**src/rtl/add_16b.sv**
```systemverilog
// add_16b: registered 16-bit unsigned adder with carry-out.
// The sum is formed by four 4-bit carry-lookahead groups chained by group
// carry. Both outputs come straight from flops, so there is no combinational
// path from the operands to the outputs. A new operand pair is accepted on
// every clock; the block has no valid/ready handshake and never stalls.
module add_16b (
  input  logic        i_clk,
  input  logic        i_rst,
  input  logic [15:0] i_A,
  input  logic [15:0] i_B,
  output logic [15:0] o_S,
  output logic        o_C
);

  // Per-bit generate and propagate terms
  logic [15:0] bit_g;
  logic [15:0] bit_p;
  // Carry into each bit position
  logic [15:0] bit_c;
  // Group generate and propagate, one pair per 4-bit group
  logic [3:0]  grp_g;
  logic [3:0]  grp_p;
  // Group carries: grp_c[k] enters group k, grp_c[4] is the carry-out
  logic [4:0]  grp_c;
  // Combinational sum and carry feeding the output flops
  logic [15:0] sum_next;
  logic        carry_next;

  assign bit_g = i_A & i_B;
  assign bit_p = i_A ^ i_B;

  // There is no carry-in, so the chain starts at zero
  assign grp_c[0] = 1'b0;

  for (genvar k = 0; k < 4; k++) begin : g_cla_group
    logic [3:0] g;
    logic [3:0] p;
    logic       cin;

    assign g   = bit_g[4*k +: 4];
    assign p   = bit_p[4*k +: 4];
    assign cin = grp_c[k];

    // Lookahead carries inside the group, each written directly in terms
    // of the group carry-in rather than rippling bit to bit
    assign bit_c[4*k + 0] = cin;
    assign bit_c[4*k + 1] = g[0]
                          | (p[0] & cin);
    assign bit_c[4*k + 2] = g[1]
                          | (p[1] & g[0])
                          | (p[1] & p[0] & cin);
    assign bit_c[4*k + 3] = g[2]
                          | (p[2] & g[1])
                          | (p[2] & p[1] & g[0])
                          | (p[2] & p[1] & p[0] & cin);

    // Group terms used to form the carry into the next group
    assign grp_g[k] = g[3]
                    | (p[3] & g[2])
                    | (p[3] & p[2] & g[1])
                    | (p[3] & p[2] & p[1] & g[0]);
    assign grp_p[k] = &p;

    assign grp_c[k+1] = grp_g[k] | (grp_p[k] & grp_c[k]);
  end

  assign sum_next   = bit_p ^ bit_c;
  assign carry_next = grp_c[4];

  // Output register; reset wins over the addition at the same edge
  always_ff @(posedge i_clk) begin
    if (i_rst) begin
      o_S <= 16'h0000;
      o_C <= 1'b0;
    end else begin
      o_S <= sum_next;
      o_C <= carry_next;
    end
  end

endmodule

```
**config.mk**
```make
export PLATFORM = sky130hd
export DESIGN_NAME = add_16b
export DESIGN_NICKNAME = d
export VERILOG_FILES = /design/src/rtl/add_16b.sv
export SDC_FILE = /design/constraint.sdc
export NUM_CORES = 1
export LEC_CHECK = 0
export ABC_AREA = 1
export BUFFER_PORTS_ARGS = -buffer_cell sky130_fd_sc_hd__buf_2
export CELL_PAD_IN_SITES_DETAIL_PLACEMENT = 0
export CELL_PAD_IN_SITES_GLOBAL_PLACEMENT = 1
export CORE_UTILIZATION = 29
export CTS_CLUSTER_DIAMETER = 30
export CTS_CLUSTER_SIZE = 8
export DETAILED_ROUTE_END_ITERATION = 7
export GPL_TIMING_DRIVEN = 0
export PLACE_DENSITY_LB_ADDON = 0.1
export SETUP_SLACK_MARGIN = 0.05
export SLEW_MARGIN = 20
export SYNTH_ARGS = -nofsm -noshare
export SYNTH_HDL_FRONTEND = slang
export SYNTH_SLANG_ARGS = --single-unit
```
**constraint.sdc**
```tcl
create_clock -name i_clk -period 2.1 [get_ports i_clk]
set_clock_uncertainty 0.1 [all_clocks]
set_input_delay 0.42 -clock i_clk [delete_from_list [all_inputs] [get_ports i_clk]]
set_output_delay 0.42 -clock i_clk [all_outputs]
set_load 0.02 [all_outputs]
```
==> results.md <==
- Outcome: finished clean
- Largest incremental delay on the critical path: 520 ps
- #FFs+latches synth: 17
- Power density relative to cell area: 635 nW/um2
- CTS clk-pin slew, worst paths: 70 ps
- Cell type of the slowest stage on the worst timing path: sky130_fd_sc_hd__fa_2
- Worst setup path class: input pin to flip-flop
- Die Y-Extent: 63.7 um
- Worst path cell trace: buf_2 > ha_4 > or2_0 > nand2_1 > nand2_2 > nand2_2 > nand2_4 > nand2_4 > nand2_4 > fa_2 > inv_1 > nor2_1
- Filler Cells Inserted: 383
- Number of nets in the layout: 246
- Count of hold-fix buffers inserted at cts: 0
- RePlAce Congestion: 0.780
- Storage element area: 340 um2
- Number of nets still failing antenna checks after routing: 0
- IO Port Bufs: 50
- Final worst-path cycle share: 93.6%
- Required time of the critical path: 2190 ps
- Post_cts resized: 0
- Largest vdd supply drop: 0.181 mV
- Antenna violations before repair: 0
- Placeable core region: 3660 um2
- HP Class: input pin to flip-flop
- CTS tree: built
- DP Wirelength: 1860 um
- Synthesis-to-layout area growth: 37.5%
- Global-route usage over all layers: 12.0%
- Detailed-route vias per instance: 4.24
- Most common library cell in the layout ignoring fill and taps: sky130_fd_sc_hd__buf_2
- Sequential cell area fraction in the yosys report: 30.8%
- Die outline area: 4060 um2
- Number of clock sinks: 17
- Yosys cell types: 19
- Number of levels the H-tree was split into: 1
- Via count of the first global-routing pass: 934
- # rows: 22
- Synthesized instance count: 137
- Hold WS: 249 ps
- Critical Path End Type: flip-flop
- CP Data Arrival Time: 2060 ps
- Clk root buf: sky130_fd_sc_hd__clkbuf_8
- Startpoint Class: input pin
- Number of detailed-route iterations in the first pass: 4
- Final number of hold-violating endpoints: 0
- Commonest non-fill, non-tap cells in the layout: 50 x sky130_fd_sc_hd__buf_2, 21 x sky130_fd_sc_hd__nand2_1, 19 x sky130_fd_sc_hd__nor2_1
- Maximum clock frequency: 0.509 GHz
- Relative slew slack: 65.8%
- Tmin final: 1970 ps
- Highest net fanout along the worst path: 5
- Synthesized Nets: 191
- Area used by multi-input combinational logic: 754 um2
- Overall power consumption: 963 uW
- Final setup violation count: 0
- Kind of cell adding the most delay to the critical path: adder cells
- Number of buffers inserted to repair setup after CTS: 0
- Max-capacitance violation count: 0
- Fraction of layout cells with a size suffix above 1: 36.1%
- Routed via count: 1,013
- Crit path buf inv count: 2
- Mean instance size in the synthesized netlist: 8.06 um2
- Transition time at the pin with the least slew margin: 512 ps
- Pin count of the biggest net entering global routing: 12
- Die outline width: 63.7 um
- 1st-iter DRT viols: 23
- Finished Core Util: 41.5%
- Final Routed Wirelength: 2190 um
- DR WL/cell: 9.14 um
- Standby leakage power: 0.000807 uW
- Unrepaired setup endpoints after global routing: no
- Total clock buffers created by CTS: 3
- Antenna fix cells: 0
- First-pass GRT wire length: 3840 um
- Total congestion overflow: 0
- Final Slew Violations: 0
- Number of warnings issued by yosys: 0
- Starting density of the core: 30.1%
- Summed instance area of the synthesized netlist: 1100 um2
- DRC violations left: 0
- I/O Pins: 51
- Most prevalent standard cell on the critical path: sky130_fd_sc_hd__nand2_4
- Buffer levels on the longest clock path: 2
## worst paths after layout
check | startpoint | endpoint | slack (ps) | depth (start not counted)
setup / recovery | i_A[3] | o_S[12]$_SDFF_PP0_ | 130 | 12
hold / removal | i_rst | o_C$_SDFF_PP0_ | 250 | 2
## state kept, by name, summed over array words and instances (netlist names)
signal,count
o_C,1
o_S,16
## synthesized netlist by cell type, drive strengths merged
master | count | area, um2
ha | 16 | 200
nand4 | 2 | 12.5
nand3b | 1 | 7.51
fa | 4 | 80.1
clkbuf | 1 | 3.75
nand2 | 27 | 131
nor2 | 21 | 83.8
o21ai | 3 | 15.0
or2 | 1 | 6.26
a31oi | 2 | 12.5
o21bai | 2 | 15.0
xnor2 | 4 | 35.0
inv | 16 | 60.1
dfxtp | 17 | 340
nand3 | 7 | 35.0
a21oi | 13 | 65.1
## metal layers
metal  vias to the layer above  part of all wire [%]  GRT usage, %
li1                        553                     -             -
met1                       430                    44          13.7
met2                        28                    50          21.1
met3                         2                   4.6          1.99
met4                         0                   1.3          5.97
met5                         -                     0             0
## report_power, final
group | total [uW] | leakage, uW | internal, uW | switching, uW
combinational | 346 | 0.000643 | 144 | 202
sequential | 370 | 0.000142 | 362 | 8.05
clock | 248 | 0.0000217 | 133 | 114
total | 963 | 0.000807 | 639 | 324
## cell type report
class	instances	area share [%]
clock inverters	1	0.495
clock buffers	3	2.72
flip-flops and latches	17	22.4
well taps	48	3.96
inverters	16	3.96
multi-input cells	103	49.7
repair buffers	50	16.5
plain buffers	1	0.247
## kinds of logic (layout without fill, tap and decap cells)
kind of cell | Yosys count | in the layout | share of synthesized area (%)
AOI/OAI and AO/OA | 20 | 20 | 9.75
buffers and inverters | 17 | 71 | 5.78
xor gates and xnor gates | 4 | 4 | 3.17
DFF | 17 | 17 | 30.8
and+or+nand+nor | 59 | 59 | 25.1
adders and majority gates | 20 | 20 | 25.4
## stage by stage
| stage | setup slack (ps) | area (um2) | setup TNS, ps | instances |
|---|---|---|---|---|
| finish | 134 | 1520 | 0 | 239 |
| global route | 54.0 | 1520 | 0 | 239 |
| CTS | 117 | 1490 | 0 | 239 |
| detailed placement | -157 | 1440 | -372 | 235 |
| global placement | -144 | 1440 | -339 | 235 |
| floorplan | 68.7 | 1130 | 0 | 137 |
Note: power is estimated with default switching activity, not from simulation.
